--- src/rtl/vga_pkg.sv ---
// Raster timing sets and helpers shared by the VGA timing generator and the
// renderer. A timing set bundles active/porch/sync lengths and sync polarity
// for both axes; helper functions derive line/frame totals and the minimum
// coordinate width that can count a whole line or frame.
package vga_pkg;

    typedef struct packed {
        int   h_active;
        int   h_fp;
        int   h_sync;
        int   h_bp;
        int   v_active;
        int   v_fp;
        int   v_sync;
        int   v_bp;
        logic h_pol;
        logic v_pol;
    } timing_t;

    // 640x480 @ 60 Hz, 25.175 MHz pixel clock, negative syncs.
    localparam timing_t VGA_640x480_60 = '{
        h_active: 640, h_fp: 16, h_sync: 96,  h_bp: 48,
        v_active: 480, v_fp: 10, v_sync: 2,   v_bp: 33,
        h_pol: 1'b0, v_pol: 1'b0
    };

    // 800x600 @ 60 Hz, 40 MHz pixel clock, positive syncs.
    localparam timing_t SVGA_800x600_60 = '{
        h_active: 800, h_fp: 40, h_sync: 128, h_bp: 88,
        v_active: 600, v_fp: 1,  v_sync: 4,   v_bp: 23,
        h_pol: 1'b1, v_pol: 1'b1
    };

    function automatic int line_total(input int active, input int fp,
                                      input int sync, input int bp);
        return active + fp + sync + bp;
    endfunction

    function automatic int h_total(input timing_t t);
        return line_total(t.h_active, t.h_fp, t.h_sync, t.h_bp);
    endfunction

    function automatic int v_total(input timing_t t);
        return line_total(t.v_active, t.v_fp, t.v_sync, t.v_bp);
    endfunction

    // Smallest coordinate width that can hold every hc/vc value of a set.
    function automatic int coord_width(input timing_t t);
        int m;
        m = (h_total(t) > v_total(t)) ? h_total(t) : v_total(t);
        return $clog2(m);
    endfunction

endpackage

--- src/rtl/vga_timing_gen_pix_delay.sv ---
// pix_delay: DEPTH-deep shift register of 3-bit words that advances only on
// pix_en. Used to align sync/video_on (or colour) with a pixel pipeline.
// DEPTH=0 is a plain wire.
//   clk, rst (async, active-high), pix_en : clocking and advance enable
//   d  [2:0] : input word
//   q  [2:0] : word delayed by DEPTH pix_en ticks (RST_VAL while filling)
module pix_delay #(
    parameter int         DEPTH   = 0,
    parameter logic [2:0] RST_VAL = 3'b000
) (
    input  logic       clk,
    input  logic       rst,
    input  logic       pix_en,
    input  logic [2:0] d,
    output logic [2:0] q
);

    if (DEPTH == 0) begin : g_bypass
        assign q = d;
        logic unused_ctl;
        assign unused_ctl = ^{clk, rst, pix_en};
    end else begin : g_shift
        logic [2:0] stage [DEPTH];

        always_ff @(posedge clk or posedge rst) begin
            if (rst) begin
                for (int i = 0; i < DEPTH; i++) stage[i] <= RST_VAL;
            end else if (pix_en) begin
                stage[0] <= d;
                for (int i = 1; i < DEPTH; i++) stage[i] <= stage[i-1];
            end
        end

        assign q = stage[DEPTH-1];
    end

endmodule

--- src/rtl/vga_timing_gen.sv ---
// vga_timing_gen: parametrised raster timing generator.
//   clk, rst (async, active-high)
//   pix_en      : pixel tick, all state advances only when high
//   hsync/vsync : syncs at H_POL/V_POL, delayed by PIPE_DLY pix_en ticks
//   video_on    : active-area flag, delayed like the syncs
//   x, y        : coordinates of the pixel captured on the last pix_en
//   line_start  : one-clk pulse after capturing x==0
//   frame_start : one-clk pulse after capturing (0,0)
//   frame_cnt   : frames started since reset, wraps at 2^16
module vga_timing_gen
    import vga_pkg::*;
#(
    parameter int   H_ACTIVE = VGA_640x480_60.h_active,
    parameter int   H_FP     = VGA_640x480_60.h_fp,
    parameter int   H_SYNC   = VGA_640x480_60.h_sync,
    parameter int   H_BP     = VGA_640x480_60.h_bp,
    parameter int   V_ACTIVE = VGA_640x480_60.v_active,
    parameter int   V_FP     = VGA_640x480_60.v_fp,
    parameter int   V_SYNC   = VGA_640x480_60.v_sync,
    parameter int   V_BP     = VGA_640x480_60.v_bp,
    parameter logic H_POL    = VGA_640x480_60.h_pol,
    parameter logic V_POL    = VGA_640x480_60.v_pol,
    parameter int   PIPE_DLY = 0,
    parameter int   CW       = 10
) (
    input  logic          clk,
    input  logic          rst,
    input  logic          pix_en,
    output logic          hsync,
    output logic          vsync,
    output logic          video_on,
    output logic [CW-1:0] x,
    output logic [CW-1:0] y,
    output logic          line_start,
    output logic          frame_start,
    output logic [15:0]   frame_cnt
);

    localparam int H_TOTAL = line_total(H_ACTIVE, H_FP, H_SYNC, H_BP);
    localparam int V_TOTAL = line_total(V_ACTIVE, V_FP, V_SYNC, V_BP);

    if (((longint'(1) << CW) < longint'(H_TOTAL)) ||
        ((longint'(1) << CW) < longint'(V_TOTAL))) begin : g_bad_cw
        $error("vga_timing_gen: CW=%0d too small for %0dx%0d", CW, H_TOTAL, V_TOTAL);
    end
    if (PIPE_DLY < 0 || PIPE_DLY > 7) begin : g_bad_dly
        $error("vga_timing_gen: PIPE_DLY=%0d outside 0..7", PIPE_DLY);
    end

    localparam logic [CW-1:0] H_LAST  = CW'(H_TOTAL - 1);
    localparam logic [CW-1:0] V_LAST  = CW'(V_TOTAL - 1);
    localparam logic [CW-1:0] H_VIS   = CW'(H_ACTIVE);
    localparam logic [CW-1:0] V_VIS   = CW'(V_ACTIVE);
    // Inclusive sync bounds so a zero back porch cannot overflow the end value.
    localparam logic [CW-1:0] HS_BEG  = CW'(H_ACTIVE + H_FP);
    localparam logic [CW-1:0] HS_LAST = CW'(H_ACTIVE + H_FP + H_SYNC - 1);
    localparam logic [CW-1:0] VS_BEG  = CW'(V_ACTIVE + V_FP);
    localparam logic [CW-1:0] VS_LAST = CW'(V_ACTIVE + V_FP + V_SYNC - 1);

    logic [CW-1:0] hc, vc;
    logic          h_act, v_act, vis, at_line, at_frame;
    logic          hs0, vs0, vid0;
    logic [2:0]    dly_q;

    // Decode of the pixel the counters currently hold.
    always_comb begin
        h_act    = (hc >= HS_BEG) && (hc <= HS_LAST);
        v_act    = (vc >= VS_BEG) && (vc <= VS_LAST);
        vis      = (hc < H_VIS) && (vc < V_VIS);
        at_line  = (hc == '0);
        at_frame = (hc == '0) && (vc == '0);
    end

    always_ff @(posedge clk or posedge rst) begin
        if (rst) begin
            hc          <= '0;
            vc          <= '0;
            x           <= '0;
            y           <= '0;
            hs0         <= ~H_POL;
            vs0         <= ~V_POL;
            vid0        <= 1'b0;
            line_start  <= 1'b0;
            frame_start <= 1'b0;
            frame_cnt   <= '0;
        end else begin
            line_start  <= 1'b0;
            frame_start <= 1'b0;
            if (pix_en) begin
                // Line and frame wrap share this edge, so the period never drifts.
                if (hc == H_LAST) begin
                    hc <= '0;
                    vc <= (vc == V_LAST) ? '0 : vc + CW'(1);
                end else begin
                    hc <= hc + CW'(1);
                end
                // Stage 0 captures the pre-edge pixel; polarity applied here so
                // the delay line carries pin levels.
                x           <= hc;
                y           <= vc;
                hs0         <= h_act ? H_POL : ~H_POL;
                vs0         <= v_act ? V_POL : ~V_POL;
                vid0        <= vis;
                line_start  <= at_line;
                frame_start <= at_frame;
                if (at_frame) frame_cnt <= frame_cnt + 16'd1;
            end
        end
    end

    pix_delay #(
        .DEPTH   (PIPE_DLY),
        .RST_VAL ({~H_POL, ~V_POL, 1'b0})
    ) u_pix_delay (
        .clk    (clk),
        .rst    (rst),
        .pix_en (pix_en),
        .d      ({hs0, vs0, vid0}),
        .q      (dly_q)
    );

    assign {hsync, vsync, video_on} = dly_q;

endmodule

--- config.mk ---
export PLATFORM = sky130hd
export DESIGN_NAME = vga_timing_gen
export DESIGN_NICKNAME = d
export VERILOG_FILES = /design/src/rtl/vga_pkg.sv /design/src/rtl/vga_timing_gen_pix_delay.sv /design/src/rtl/vga_timing_gen.sv
export SDC_FILE = /design/constraint.sdc
export NUM_CORES = 1
export LEC_CHECK = 0
export CELL_PAD_IN_SITES_DETAIL_PLACEMENT = 1
export CELL_PAD_IN_SITES_GLOBAL_PLACEMENT = 2
export CORE_MARGIN = 10
export CORE_UTILIZATION = 38
export DETAILED_ROUTE_END_ITERATION = 10
export HOLD_SLACK_MARGIN = 0.1
export PLACE_DENSITY_LB_ADDON = 0.1
export REMOVE_ABC_BUFFERS = 1
export SLEW_MARGIN = 20
export SYNTH_ARGS = -nofsm -noshare
export SYNTH_HDL_FRONTEND = slang
export SYNTH_SLANG_ARGS = --single-unit
--- constraint.sdc ---
create_clock -name clk -period 5.65 [get_ports clk]
set_clock_uncertainty 0.15 [all_clocks]
set_input_delay 1.13 -clock clk [delete_from_list [all_inputs] [get_ports clk]]
set_output_delay 1.13 -clock clk [all_outputs]
set_load 0.02 [all_outputs]
==> metrics.md, run 1 <==
| Metric | Value |
|---|---|
| Initial drt markers | 42 |
| Multiplexer area fraction after synthesis | 0.0871 |
| Final GP Congestion | 0.729 |
| Final instance area | 3560 sq um |
| Worst-Margin Slew | 0.895 ns |
| Die H | 106 um |
| Routed WL per cell | ~17 um |
| Cts repair resizes | 0 |
| Non-filler cells, final | 396 |
| Worst skew pair latency | 0.33 ns |
| Clk slew on worst S/H paths | 0.07 ns |
| Critical-path cell list | clkdlybuf4s50_1 > buf_4 > nor3b_1 > nand4_1 > nor4_1 > xor2_1 |
| Placed inst area | 3350 sq um |
| Slowest CP cell | clkdlybuf4s50_1 |
| Final count of pins violating max slew | 0 |
| HP Class | reg2reg |
| Final Cycle Share | 0.577 |
| I/O pins | 44 |
| Area growth syn-to-layout | 25.1% |
| Number of hold buffers added after CTS | 0 |
| Mapped Cells | 249 |
| CP top delay family | simple AND/OR/NAND/NOR gates |
| Startpoint types | input port |
| Vias per Instance | around 5.1 |
| Setup_tns | 0 ns |
| Starting Density | 0.392 |
| Largest net degree at the start of global routing | 62 |
| Most common cell in the netlist | dfrtp_1 |
| Site Rows | 31 |
| Crit end category | flip-flop |
| Post-synthesis compound-gate area fraction | 0.0519 |
| Total number of vias | 2,030 |
| Fmax | 307 MHz |
| Total setup buffers inserted after CTS | 0 |
| First-pass GRT wire length | between 10,000 and 15,000 um |
| WL final | 6590 um |
| Top Usage Layer GRT | met2 |
| Yosys cell types | 37 |
| Largest family of logic cells by synthesized area | simple AND/OR/NAND/NOR gates |
| Top cells by count, synth | dfrtp_1 (59), mux2_2 (21), nand2_1 (14), xor2_1 (14) |
| Worst ir drop on vdd | 0.120 mV |
| Min cycle time layout | 3.26 ns |
| Seq/Total Area, Yosys | 0.538 |
| PD cells | roughly 320 nW/um^2 |
| Cells after DPL | 380 |
| Core ar. | 7250 sq um |
| Post-Synth XOR/XNOR Area | 0.0739 |
| Antenna cells | 0 |
| GR Layer Usage met1 | 0.157 |
| Initial antenna violation count | 0 |
| Htree depth | 3 |
| Longest Clk Path Bufs | 2 |
| GR Overflow Total | 0 |
| Port Buf Inserts | 43 |
| CP Buf/Inv Count | 2 |
| Synth Area in Simple Gates | 0.188 |
| Pre-antenna DRT Iters | 4 |
| Clock sinks | 61 |
| Max_cap viols | 0 |
| Vias in the first global route | 2,181 |
| Area leader, netlist | dfrtp_1 |
| Final count of negative-setup-slack endpoints | 0 |
| Worst path required time | 5.76 ns |
| Die area | 11,300 sq um |
| Layout cells sized above 1 | 0.158 |
| Critical path class | in2reg |
| CP max FO | 35 |
| Syn. warnings | 0 |
| Min Hold Slack | 0.324 ns |
| Leakage | 1.62 nW |
| Yosys top cell area share | 0.519 |
| Post-Synth Adder-Cell Area | 0.0264 |
| Synth Cell Area | 2840 sq um |
| Tot GR Track Use | 0.125 |
| CP peak stage delay | ~0.49 ns |
| Top post-synthesis cells by area | dfrtp_1 (52%), mux2_2 (8.3%), xor2_1 (4.3%) |
| DRC | 0 |
| Die W | 106 um |
| Synth async-reset ratio | 1.00 |
| EDFF count, synth | 0 |
| Synth Flop Type | dfrtp_1 |
| Fin nets | 301 |
| Max_slew headroom | 0.399 |
| Yosys reg bits | 61 |
| Final hold violation count | 0 |
| Antenna Nets Post-Route | 0 |
| Run status | finished, final reports clean |
| CTS root buffer | clkbuf_8 |
| Crit path arrival time | approximately 3.4 ns |
| CTS buffer count | 9 |
| DPL Wire Length | 4570 um |
| M3 GR Usage | 0.0495 |
| RSZ-0062 raised after global routing | false |
| Mapped Avg Cell Area | 11.4 sq um |
| CTS tree | built |
| Met2 GRT Util | 0.184 |
==> cell usage in the layout, fill, tap and decap left out, drive strengths merged, types with 2 or more instances in the layout <==
master         netlist  final
nor4b                2      2
nor3                10     10
nor3b                2      2
clkbuf               4     11
nand4               10     10
a22o                 3      3
a31oi                3      3
nand3               12     12
xnor2               10     10
o21ai               10     10
nor2                12     12
clkdlybuf4s50        0     43
nand2               14     14
buf                  9      2
nor2b                3      3
a21oi                2      2
mux2                22     22
dfstp                2      2
dfrtp               59     59
xor2                14     14
bufinv               0      2
inv                 10     10
clkinv               0      3
nor4                11     11
ha                   6      6
and3                10     10
and4                 2      2
==> area by class of cell <==
cell class                 instances  area (sq um)
clock buffer                      11           131
clock inverter                     5          75.1
fill                             793          3700
inverter                          10          37.5
multi-input combinational        165          1210
sequential                        61          1530
tap                               99           124
timing repair buffer              45           445
==> worst register-to-register path, stage by stage (launching register included) <==
cell and delay [ns]:
dfrtp_1 0.44, ha_1 0.32, nand3_1 0.25, nor4_4 0.85, nand4_1 0.19, mux2_1 0.36
==> metal layers <==
metal	share of wire	routed length [um]
met5	0	0
met4	0.019	127
met3	0.069	453
met2	0.44	2910
met1	0.47	3100
==> kinds of logic (layout without fill, tap and decap cells) <==
group | count (synthesis) | after routing
buf+inv | 23 | 71
fa+ha+maj | 6 | 6
compound gates | 23 | 23
flops | 61 | 61
mux | 22 | 22
xor+xnor | 24 | 24
simple gates | 90 | 90
==> power by group <==
group | internal [mW] | leakage [nW] | total [mW] | switching (mW)
Sequential | 0.480 | 0.792 | 0.536 | 0.0565
Clock | 0.247 | 0.107 | 0.414 | 0.167
Combinational | 0.0974 | 0.721 | 0.205 | 0.108
Total | 0.824 | 1.62 | 1.15 | 0.331
==> through the flow <==
step	setup slack [ns]	total power [mW]	util
after floorplan	2.86	0.659	-
after global placement	2.10	0.753	0.462
after detailed placement	2.04	0.757	0.462
after CTS	2.38	1.18	0.490
after global routing	2.15	1.22	0.490
final	2.39	1.15	0.490
==> state kept, by name (all words and copies together) (netlist names), 10 cells and up <==
signal	cells
frame_cnt	16
hc	10
vc	10
x	10
y	10
==> path summary, 6_finish.rpt <==
kind                               start             to  depth (start not counted)  slack (ns)
setup / recovery                  pix_en  frame_cnt[15]                          6        2.39
hold / removal             frame_cnt[15]  frame_cnt[15]                          1        0.32
setup reg to reg                   hc[0]          vc[8]                          5        2.97
hold reg to reg            frame_cnt[15]  frame_cnt[15]                          1        0.32
max in group asynchronous            rst          hc[5]                          3        3.66
min in group asynchronous            rst           y[0]                          3        1.20
Note: power is estimated with default switching activity, not from simulation.
==> run 2: changes to the inputs <==
--- a/config.mk
+++ b/config.mk
@@ -8,7 +8,7 @@
 export CELL_PAD_IN_SITES_DETAIL_PLACEMENT = 1
 export CELL_PAD_IN_SITES_GLOBAL_PLACEMENT = 2
 export CORE_MARGIN = 10
-export CORE_UTILIZATION = 38
+export CORE_UTILIZATION = 35
 export DETAILED_ROUTE_END_ITERATION = 10
 export HOLD_SLACK_MARGIN = 0.1
 export PLACE_DENSITY_LB_ADDON = 0.1
==> constraint.sdc (replaced) <==
create_clock -name clk -period 3 [get_ports clk]
set_clock_uncertainty 0.15 [all_clocks]
set_input_delay 0.6 -clock clk [delete_from_list [all_inputs] [get_ports clk]]
set_output_delay 0.6 -clock clk [all_outputs]
set_load 0.02 [all_outputs]
==> run 2 against run 1 <==
Net effect: critical path depth did not move; die area rose by 6.9%; register-to-register slack lost 2.3 ns; clock-buffer cell count grew 1; non-clock buffer count increased by 4; total power increased by 100%; global-route usage down 0.35 points; combinational power grew 92%; flip-flop and latch count unchanged; largest cell class unchanged.
==> metrics.md, run 2 (synthesized netlist as in run 1, its figures left out) <==
| Metric | Value |
|---|---|
| DPL Wire Length | 4650 um |
| Min Hold Slack | about 0.32 ns |
| Core ar. | 7810 sq um |
| Largest net degree at the start of global routing | 62 |
| CP max FO | 15 |
| Startpoint types | flip-flop |
| Final hold violation count | 0 |
| Final Total Pwr | about 2.3 mW |
| Area growth syn-to-layout | 27.9% |
| Crit end category | flip-flop |
| Final count of pins violating max slew | 0 |
| Min cycle time layout | between 2 and 2.5 ns |
| Fin nets | between 300 and 400 |
| Slowest CP cell | dfrtp_1 |
| GR Overflow Total | 0 |
| Worst-Margin Slew | around 0.57 ns |
| Die H | around 110 um |
| Die W | 110 um |
| WL final | 6850 um |
| Initial drt markers | 15 |
| Commonest cells after routing, fill and taps aside | dfrtp_1 (59), clkdlybuf4s50_1 (43), mux2_2 (21) |
| Vias per Instance | 5.21 |
| Critical path class | reg2reg |
| Critical-path cell list | inv_1 > ha_1 > nor4b_2 > nand4_2 > nor2_1 > mux2_2 |
| Worst ir drop on vdd | 0.207 mV |
| Initial antenna violation count | 0 |
| Cts repair resizes | 0 |
| Antenna cells | 0 |
| Max FFs per register | 16 |
| HP Class | reg2reg |
| PD cells | ~630 nW/um^2 |
| Fillers | 864 |
| Placed inst area | ~3400 sq um |
| CTS root buffer | clkbuf_8 |
| Final count of negative-setup-slack endpoints | 0 |
| CTS buffer count | 9 |
| Final GP Congestion | 0.759 |
| Tot GR Track Use | 0.122 |
| Clock sinks | 61 |
| Total setup buffers inserted after CTS | 0 |
| Non-filler cells, final | 403 |
| Worst skew pair latency | between 0.3 and 0.4 ns |
| Vias in the first global route | 2,109 |
| Leakage | 1.66 nW |
| CTS tree | built |
| Total number of vias | 2,101 |
| Final instance area | 3640 sq um |
| Max_cap viols | 0 |
| Fmax | about 420 MHz |
| Cells after DPL | 387 |
| Die area | 12,100 sq um |
| Worst path required time | approximately 3.1 ns |
| Starting Density | 0.364 |
| CP peak stage delay | between 0.4 and 0.5 ns |
| I/O pins | 44 |
| First-pass GRT wire length | 11,400 um |
| Crit path arrival time | 2.46 ns |
| Commonest non-fill, non-tap cell in the layout | dfrtp_1 |
| Antenna Nets Post-Route | 0 |
| Max_slew headroom | 0.614 |
| Clk slew on worst S/H paths | 0.07 ns |
| Site Rows | 32 |
| Longest Clk Path Bufs | 2 |
| RSZ-0062 raised after global routing | false |
| Port Buf Inserts | 43 |
| Top reg by flops | frame_cnt |
| Setup_tns | 0 ns |
| Layout cells sized above 1 | 0.169 |
| DRC | 0 |
| Pre-antenna DRT Iters | 4 |
| Number of hold buffers added after CTS | 0 |
| Final Cycle Share | 0.793 |
| Routed WL per cell | 17.0 um |
| Run status | finished, final reports clean |
| Htree depth | 3 |
-- run 2: critical path, delay by kind of cell, from the launching register on --
family,cells,cell delay [ns]
adders and majority gates,1,0.14
muxes,1,0.36
DFF,1,0.45
and+or+nand+nor,3,1.07
buffers and inverters,1,0.09
-- run 2: path summary, 6_finish.rpt --
path	cells after the start	slack, ns	endpoint	start
min reg2reg	1	0.32	frame_cnt[15]	frame_cnt[15]
min	1	0.32	frame_cnt[15]	frame_cnt[15]
min in group asynchronous	3	0.47	frame_start	rst
max in group asynchronous	3	1.89	hs0	rst
max	6	0.62	frame_cnt[1]	hc[0]
max reg2reg	6	0.62	frame_cnt[1]	hc[0]
-- run 2: layout make-up --
type / instances / area, sq um / area share
multi-input cells: 165 / 1210 / 0.334
repair buffers: 49 / 488 / 0.134
well taps: 102 / 128 / 0.0351
flip-flops and latches: 61 / 1530 / 0.421
clock inverters: 4 / 95.1 / 0.0262
inverters: 10 / 37.5 / 0.0103
clock buffers: 12 / 145 / 0.0399
-- run 2: where the power goes --
part	internal, mW	switching (mW)	total, mW
logic	0.190	0.204	0.394
clock network	0.574	0.330	0.904
registers	0.904	0.105	1.01
-- run 2: per-stage QoR --
stage,util,worst slack (ns)
global placement,0.435,0.392
CTS,0.466,0.566
floorplan,-,0.740
finish,0.466,0.622
global route,0.466,0.397
detailed placement,0.435,0.327
-- run 2: layer usage --
layer  part of all wire  wire length (um)  vias up  track usage
met1               0.49              3330     1071        0.159
met2               0.44              2990       36        0.175
li1                   -                 -      979            -
met3              0.056               385       15       0.0395
met5                  0                 0        -            0
met4              0.021               145        0       0.0633
==> run 3: changes to the inputs <==
--- a/config.mk
+++ b/config.mk
@@ -8,7 +8,7 @@
 export CELL_PAD_IN_SITES_DETAIL_PLACEMENT = 1
 export CELL_PAD_IN_SITES_GLOBAL_PLACEMENT = 2
 export CORE_MARGIN = 10
-export CORE_UTILIZATION = 35
+export CORE_UTILIZATION = 32
 export DETAILED_ROUTE_END_ITERATION = 10
 export HOLD_SLACK_MARGIN = 0.1
 export PLACE_DENSITY_LB_ADDON = 0.1
==> constraint.sdc (replaced) <==
create_clock -name clk -period 2 [get_ports clk]
set_clock_uncertainty 0.15 [all_clocks]
set_input_delay 0.4 -clock clk [delete_from_list [all_inputs] [get_ports clk]]
set_output_delay 0.4 -clock clk [all_outputs]
set_load 0.02 [all_outputs]
==> run 3 against run 2 <==
Net effect: non-clock buffer count increased by 37; maximum frequency increased by 20%; sequential share of layout area decreased by 4.0 points; worst hold slack got worse by 0.040 ns; setup slack got worse by 0.60 ns; sequential power increased by 42%; via count increased by 5.0%; combinational power increased by 120%; critical endpoint is now frame_cnt[12]; die area increased by 7.6%; clock power increased by 40%.
==> metrics.md, run 3 (synthesized netlist as in run 1, its figures left out) <==
| Metric | Value |
|---|---|
| Clock sinks | 61 |
| Commonest cells after routing, fill and taps aside | dfrtp_1 (59), buf_4 (40), clkdlybuf4s50_1 (32) |
| CTS tree | built |
| Antenna Nets Post-Route | 0 |
| Final Cycle Share | 0.987 |
| Die H | about 110 um |
| Number of hold buffers added after CTS | 0 |
| Commonest non-fill, non-tap cell in the layout | dfrtp_1 |
| Post-route worst setup slack | between 0.02 and 0.03 ns |
| Max FFs per register | 16 |
| Worst skew pair latency | 0.34 ns |
| Site Rows | 34 |
| Non-filler cells, final | 446 |
| GR Overflow Total | 0 |
| Starting Density | 0.328 |
| Port Buf Inserts | 43 |
| Final GP Congestion | 0.749 |
| CP peak stage delay | between 0.3 and 0.4 ns |
| CTS root buffer | clkbuf_8 |
| WL final | between 7000 and 8000 um |
| CTS buffer count | 9 |
| Core Util, Final | 0.463 |
| DPL Wire Length | 5110 um |
| DRC | 0 |
| Htree depth | 3 |
| Vias per Instance | 4.95 |
| Crit end category | flip-flop |
| Min cycle time layout | around 2.0 ns |
| I/O pins | 44 |
| Core ar. | ~8700 sq um |
| Layout cells sized above 1 | 0.302 |
| Final count of negative-setup-slack endpoints | 0 |
| Leakage | between 1.5 and 2 nW |
| Clk slew on worst S/H paths | 0.07 ns |
| Min Hold Slack | ~0.28 ns |
| PD cells | just under 900 nW/um^2 |
| Initial antenna violation count | 0 |
| Die area | 13,100 sq um |
| Worst path required time | 2.12 ns |
| Worst ir drop on vdd | ~0.37 mV |
| Final instance area | 4020 sq um |
| Slowest CP cell | dfrtp_1 |
| Longest Clk Path Bufs | 2 |
| Final Total Pwr | 3.57 mW |
| Post-Place Worst Slack | -0.351 ns |
| Largest net degree at the start of global routing | 62 |
| Top reg by flops | frame_cnt |
| Cells after DPL | 429 |
| Final count of pins violating max slew | 0 |
| Routed WL per cell | 16.7 um |
| Max_cap viols | 0 |
| Area growth syn-to-layout | 41.5% |
| Placed inst area | 3670 sq um |
| CP max FO | 14 |
| Crit path arrival time | ~2.1 ns |
| Vias in the first global route | 2,340 |
| First-pass GRT wire length | 12,500 um |
| Initial drt markers | 84 |
| Worst-Margin Slew | 0.393 ns |
| Critical-path cell list | inv_1 > ha_1 > nor4b_4 > buf_4 > nand4_2 > buf_6 > nor4_1 > xor2_1 |
| Antenna cells | 0 |
| Run status | finished, final reports clean |
| Pre-antenna DRT Iters | 4 |
| Max_slew headroom | 0.738 |
| Final hold violation count | 0 |
| Die W | 114 um |
| Total number of vias | 2,206 |
| Critical path class | reg2reg |
| Tot GR Track Use | 0.120 |
| Fin nets | 342 |
| Setup_tns | 0 ns |
| Fmax | 507 MHz |
| Startpoint types | flip-flop |
| HP Class | in2async |
| RSZ-0062 raised after global routing | true |
## run 3: changes by cell type in the layout (fill, tap and decap cells not counted), moves of 3 or more
cell | before | now
dlymetal6s2s_1 | 0 | 8
dlygate4sd2_1 | 0 | 3
nor4_1 | 9 | 4
buf_4 | 5 | 40
clkdlybuf4s50_1 | 43 | 32
nor4_2 | 0 | 5
## run 3: what timing repair did
action                                  CTS  global route
buffers inserted                          0             1
gates cloned                              0             0
pin swaps                                 0             2
resized for setup                        12            17
endpoints found under the setup margin   15            28
## run 3: cell type report
| class | instances | area (sq um) |
|---|---|---|
| Fill cell | 963 | 4660 |
| Clock inverter | 4 | 70.1 |
| Sequential cell | 61 | 1530 |
| Clock buffer | 12 | 155 |
| Multi-Input combinational cell | 165 | 1310 |
| Inverter | 10 | 37.5 |
| Timing Repair Buffer | 86 | 790 |
| Tap cell | 108 | 135 |
## run 3: worst max-delay path: cells and delay by family (launching register included)
family,cells,cell delay (ns)
adder cells (fa/ha/maj),1,0.15
flip-flops,1,0.38
XOR/XNOR,1,0.17
AND/OR/NAND/NOR,3,0.64
buffers and inverters,3,0.41
## run 3: report_power, final
group,total [mW],internal (mW),switching (mW)
registers,1.43,1.36,0.0750
logic,0.875,0.434,0.441
clock network,1.27,0.766,0.500
## run 3: per-layer routing
metal,track usage,vias to the layer above,routed length [um]
met5,0,-,0
met4,0.0510,0,156
met3,0.0477,16,437
met2,0.174,37,3310
met1,0.156,1097,3530
li1,-,1056,-
## run 3: path summary, 6_finish.rpt
path	start	end	slack, ns	cells after the start
worst max-delay path	hc[1]	frame_cnt[12]	0.03	8
worst min-delay path	rst	y[0]	0.28	3
worst max register to register	hc[1]	frame_cnt[12]	0.03	8
worst min register to register	frame_cnt[15]	frame_cnt[15]	0.32	1
max in group asynchronous	rst	hs0	1.10	3
min in group clk	frame_cnt[15]	frame_cnt[15]	0.32	1
==> RTL edit 1, RTL diff (flow settings as in run 1) <==
Register the output `frame_cnt` once more; this adds one clock of latency there. The other outputs are not delayed to match.
--- a/src/rtl/vga_timing_gen.sv
+++ b/src/rtl/vga_timing_gen.sv
@@ -38,6 +38,8 @@
 
     localparam int H_TOTAL = line_total(H_ACTIVE, H_FP, H_SYNC, H_BP);
     localparam int V_TOTAL = line_total(V_ACTIVE, V_FP, V_SYNC, V_BP);
+
+    logic [15:0] frame_cnt_s0;
 
     if (((longint'(1) << CW) < longint'(H_TOTAL)) ||
         ((longint'(1) << CW) < longint'(V_TOTAL))) begin : g_bad_cw
@@ -82,7 +84,7 @@
             vid0        <= 1'b0;
             line_start  <= 1'b0;
             frame_start <= 1'b0;
-            frame_cnt   <= '0;
+            frame_cnt_s0 <= '0;
         end else begin
             line_start  <= 1'b0;
             frame_start <= 1'b0;
@@ -103,7 +105,7 @@
                 vid0        <= vis;
                 line_start  <= at_line;
                 frame_start <= at_frame;
-                if (at_frame) frame_cnt <= frame_cnt + 16'd1;
+                if (at_frame) frame_cnt_s0 <= frame_cnt_s0 + 16'd1;
             end
         end
     end
@@ -121,5 +123,9 @@
 
     assign {hsync, vsync, video_on} = dly_q;
 
+    always_ff @(posedge clk) begin
+        frame_cnt <= frame_cnt_s0;
+    end
+
 endmodule
 
Check against the original RTL: not equivalent (Yosys sat finds a counterexample within 4 cycles, from zero or initial values and one cycle with rst high).
==> RTL edit 1 against run 1 <==
Register-to-register slack better by 480 ps. Final cell count is 6.1% higher. Sequential cell count is 16 higher. Wire length grew 4.6%. Design area rose by 11%. Worst setup slack worse by 81 ps. Area after synthesis is 13% higher. First-iteration DRC count rose by 76%. Clock power is 2% higher. Critical path depth is 1 lower. Non-clock buffer count is the same. Total power increased by 10%. Critical path type unchanged.
==> RTL edit 1: results (changes against run 1) <==
metric,value,unit,change
Synth cell types,42,,+14%
Arrival @ worst endpoint,3410,ps,+40 ps
Peak VDD IR,0.1458,mV,+22%
Slew HR,43.10,%,+3.2 points
Clk. pwr,0.424,mW,+2%
Seq group,0.653,mW,+22%
switching share of power,28.46,%,-0.21 points
DP Cell Count,404,,+6.3%
Post-Route WL,6890,um,+4.6%
DR vias,2117,,+4.3%
Area contributors post-synth,"dfrtp_1, dfxtp_1, mux2_2",,
"Clk Latency, worst-skew pair",350,ps,+20 ps
max incr delay on CP,1030,ps,+540 ps
asr flop ratio synth,79.22,%,-21 points
maximum fanout along the worst path,21,,-40%
area taken by multi-input logic gates,1261,um2,+3.9%
Synth top cells by count,"dfrtp_1, mux2_2, dfxtp_1",,
status,completed,,
sequential fraction of the synthesis area,57.73,%,+3.9 points
WHS Endpoint,frame_cnt[14]$_DFF_P_,,
RR Startpoint,vc[0]$_DFFE_PP0P_,,
Tot GR Track Use,11.63,%,-0.88 points
hold slack,225.3,ps,-98.37 ps
FF-to-FF setup slack,3450,ps,+480 ps
vias in the first global route,2336,,+7.1%
first-pass GRT wire length,12210,um,+6.9%
Leak,1.775,nW,+9.6%
hold wc startpoint,frame_cnt_s0[14]$_DFFE_PP0P_,,
RePlAce Congestion,0.7794,,+6.9%
WL per Instance,16.40,um,-1.3%
post-synthesis area per instance,12.18,um2,+6.7%
placed inst area,3732,um2,+11%
Final Net Count,319,,+6.0%
Fillers,868,,+9.5%
P per Cell Area,323.3,nW/um2,-0.46%
==> RTL edit 1: cell types whose count changed in the layout (fill, tap and decap cells not counted), moves of 3 or more <==
cell and change:
o21ai_0 +3, nand2_1 -5, a31oi_1 -3, dfxtp_1 +16, nor4_1 -4
==> RTL edit 1: worst max-delay path: cells and delay by family <==
kind	cells	cell delay (ps)
buffers and inverters	1	1030
multiplexers	1	340
AND/OR/NAND/NOR	3	920
==> RTL edit 1: per-layer routing <==
metal  part of all wire [%]  global-route usage, %
met5                      0                      0
met2                     47                  17.75
met1                     46                  14.53
met3                    5.8                  3.972
met4                    1.8                  5.141
==> RTL edit 1: worst max-delay path by stage <==
stage / from / to / slack [ps] / cells after the start
4_1_cts: pix_en / vc[7]$_DFFE_PP0P_ / 2270 / 5
3_5_place_dp: pix_en / frame_cnt_s0[1]$_DFFE_PP0P_ / 1900 / 5
6_report: pix_en / vc[7]$_DFFE_PP0P_ / 2310 / 5
5_1_grt: pix_en / vc[7]$_DFFE_PP0P_ / 2060 / 5
3_3_place_gp: pix_en / vc[7]$_DFFE_PP0P_ / 1940 / 5
2_1_floorplan: rst / frame_cnt_s0[0]$_DFFE_PP0P_ / 2860 / 1
==> RTL edit 1: cells by family after synthesis <==
family                     share of synthesized area [%]
xor gates and xnor gates                           6.289
AOI/OAI and AO/OA                                  4.375
muxes                                              8.086
and+or+nand+nor                                    18.28
DFF                                                57.73
adders and majority gates                          2.344
buffers and inverters                              2.891
==> RTL edit 1: area by class of cell <==
class	count	share of cell area, %
timing repair buffer	45	11.32
sequential	77	47.00
tap	105	3.339
clock inverter	4	1.208
clock buffer	12	3.943
inverter	12	1.145
multi-input combinational	165	32.05
==> RTL edit 2, RTL diff (config.mk and constraints of run 1) <==
Made on the original files. `CW`: 10 -> 11.
--- a/src/rtl/vga_timing_gen.sv
+++ b/src/rtl/vga_timing_gen.sv
@@ -21,7 +21,7 @@
     parameter logic H_POL    = VGA_640x480_60.h_pol,
     parameter logic V_POL    = VGA_640x480_60.v_pol,
     parameter int   PIPE_DLY = 0,
-    parameter int   CW       = 10
+    parameter int   CW       = 11
 ) (
     input  logic          clk,
     input  logic          rst,
Ports: changed (resized x and y); port bits go from 44 to 46. The function was not compared with the original's and may differ.
==> RTL edit 2 against run 1 <==
Critical path depth stayed put. Design area grew 6.4%. Critical endpoint unchanged. Wire length rose by 11%. Area after synthesis grew 7.5%. Critical path type unchanged. Largest power group unchanged. Die area rose by 6.1%. Sequential cell count increased by 4. Worst setup slack lost 210 ps. Total power is 8.3% lower.
==> RTL edit 2: results (changes against run 1) <==
metric,value,unit,change
Final Net Count,332,,+10%
Met2 Wirelength,3412,um,+17%
Area contributors post-synth,"dfrtp_1, mux2_2, xnor2_1",,
max incr delay on CP,1050,ps,+560 ps
Pre-antenna DRT Iters,6,,+2
Metal-1 WL,3407,um,+10%
RR Startpoint,vc[0]$_DFFE_PP0P_,,
Synth top cells by count,"dfrtp_1, nand2_1, mux2_2",,
Hold Path Class,register to register,,
Placement Setup Slack,1759,ps,-281.9 ps
CLK BUF,15,,+4
share of cells above drive strength 1,14.37,%,-1.5 points
Multi-In Gates,189,,+15%
maximum fanout along the worst path,19,,-46%
Arrival @ worst endpoint,3530,ps,+160 ps
H-tree depth,3,,unchanged
Synth cell types,43,,+16%
synth warn,0,,unchanged
Seq group,0.555,mW,+4%
Power Internal,0.7649,mW,-7.1%
DR vias,2272,,+12%
Reg2Reg Depth,7,,+2
Post-Route WL,7304,um,+11%
largest net degree at the start of global routing,66,,+6.5%
RePlAce Congestion,0.7764,,+6.5%
clock network share of area,4.664,%,-1.1 points
hpwl dp,5186,um,+14%
metal3 WL,396,um,-13%
sequential cell area,1629,um2,+6.5%
post-synthesis area per instance,11.03,um2,-3.3%
Non-clock buffer share,12.50,%,-0.022 points
first-pass GRT wire length,12240,um,+7.1%
terminus of the critical flop-to-flop path,frame_cnt[15]$_DFFE_PP0P_,,
Global Route met1 Usage,17.01,%,+1.3 points
DRT iter0 DRCs,113,,+170%
total power draw,1.059,mW,-8.3%
P per Cell Area,280.0,nW/um2,-14%
area taken by multi-input logic gates,1339,um2,+10%
Peak VDD IR,0.1767,mV,+48%
sequential fraction of the synthesis area,53.30,%,-0.49 points
# port buffers,45,,+4.7%
Clk pwr share,33.8,%,-2.0 points
worst slew pin tran,898.0,ps,+2.856 ps
Clock Sinks,65,,+6.6%
FF-to-FF setup slack,2890,ps,-80 ps
met2 Use GR,19.97,%,+1.6 points
DP Cell Count,414,,+8.9%
top_reg_cell synth,dfrtp_1,,
Signal inverters,10,,unchanged
Leak,1.568,nW,-3.2%
met3 Track Usage GR,3.043,%,-1.9 points
"CTS clk-pin slew, worst paths",60,ps,
Non-clk bufs,48,,+6.7%
vias in the first global route,2354,,+7.9%
status,completed,,
DR vias/cell,5.296,,+3.3%
Tot GR Track Use,12.80,%,+0.29 points
placed inst area,3606,um2,+7.7%
[RTL edit 2: changes by cell type after synthesis, moves of 4 or more]
cell / run 1 / this run
nor3_1: 10 / 4
nand3b_1: 0 / 4
xor2_1: 14 / 3
and3_1: 10 / 5
o31ai_1: 0 / 4
nor4_1: 9 / 5
xnor2_1: 10 / 20
nand2_1: 14 / 25
dfrtp_1: 59 / 63
o21ai_0: 10 / 18
clkbuf_1: 4 / 8
[RTL edit 2: worst max-delay path by stage]
stage                     cells after the start                         to  slack [ps]    from
after global placement                        6  frame_cnt[15]$_DFFE_PP0P_        1820  pix_en
after global routing                          6  frame_cnt[15]$_DFFE_PP0P_        1970  pix_en
final                                         6  frame_cnt[15]$_DFFE_PP0P_        2180  pix_en
after floorplan                               1   frame_cnt[0]$_DFFE_PP0P_        2750     rst
after detailed placement                      6   frame_cnt[5]$_DFFE_PP0P_        1760  pix_en
after CTS                                     6   frame_cnt[5]$_DFFE_PP0P_        2110  pix_en
[RTL edit 2: kinds of logic (layout without fill, tap and decap cells)]
logic type / count (synthesis) / count (layout) / share of synthesized area [%]
and+or+nand+nor: 104 / 104 / 19.85
DFF: 65 / 65 / 53.30
AOI/OAI and AO/OA: 32 / 32 / 6.099
muxes: 24 / 24 / 8.801
xor gates and xnor gates: 23 / 23 / 6.590
buffers and inverters: 23 / 73 / 2.906
adders and majority gates: 6 / 6 / 2.456
[RTL edit 2: per-stage QoR]
| stage | hold slack [ps] | utilization (%) |
|---|---|---|
| 2_1_floorplan | 350.8 | - |
| 3_3_place_gp | 316.0 | 46.42 |
| 3_5_place_dp | 323.6 | 46.42 |
| 4_1_cts | 332.2 | 48.70 |
| 5_1_grt | 350.6 | 48.70 |
| 6_report | 325.4 | 48.70 |
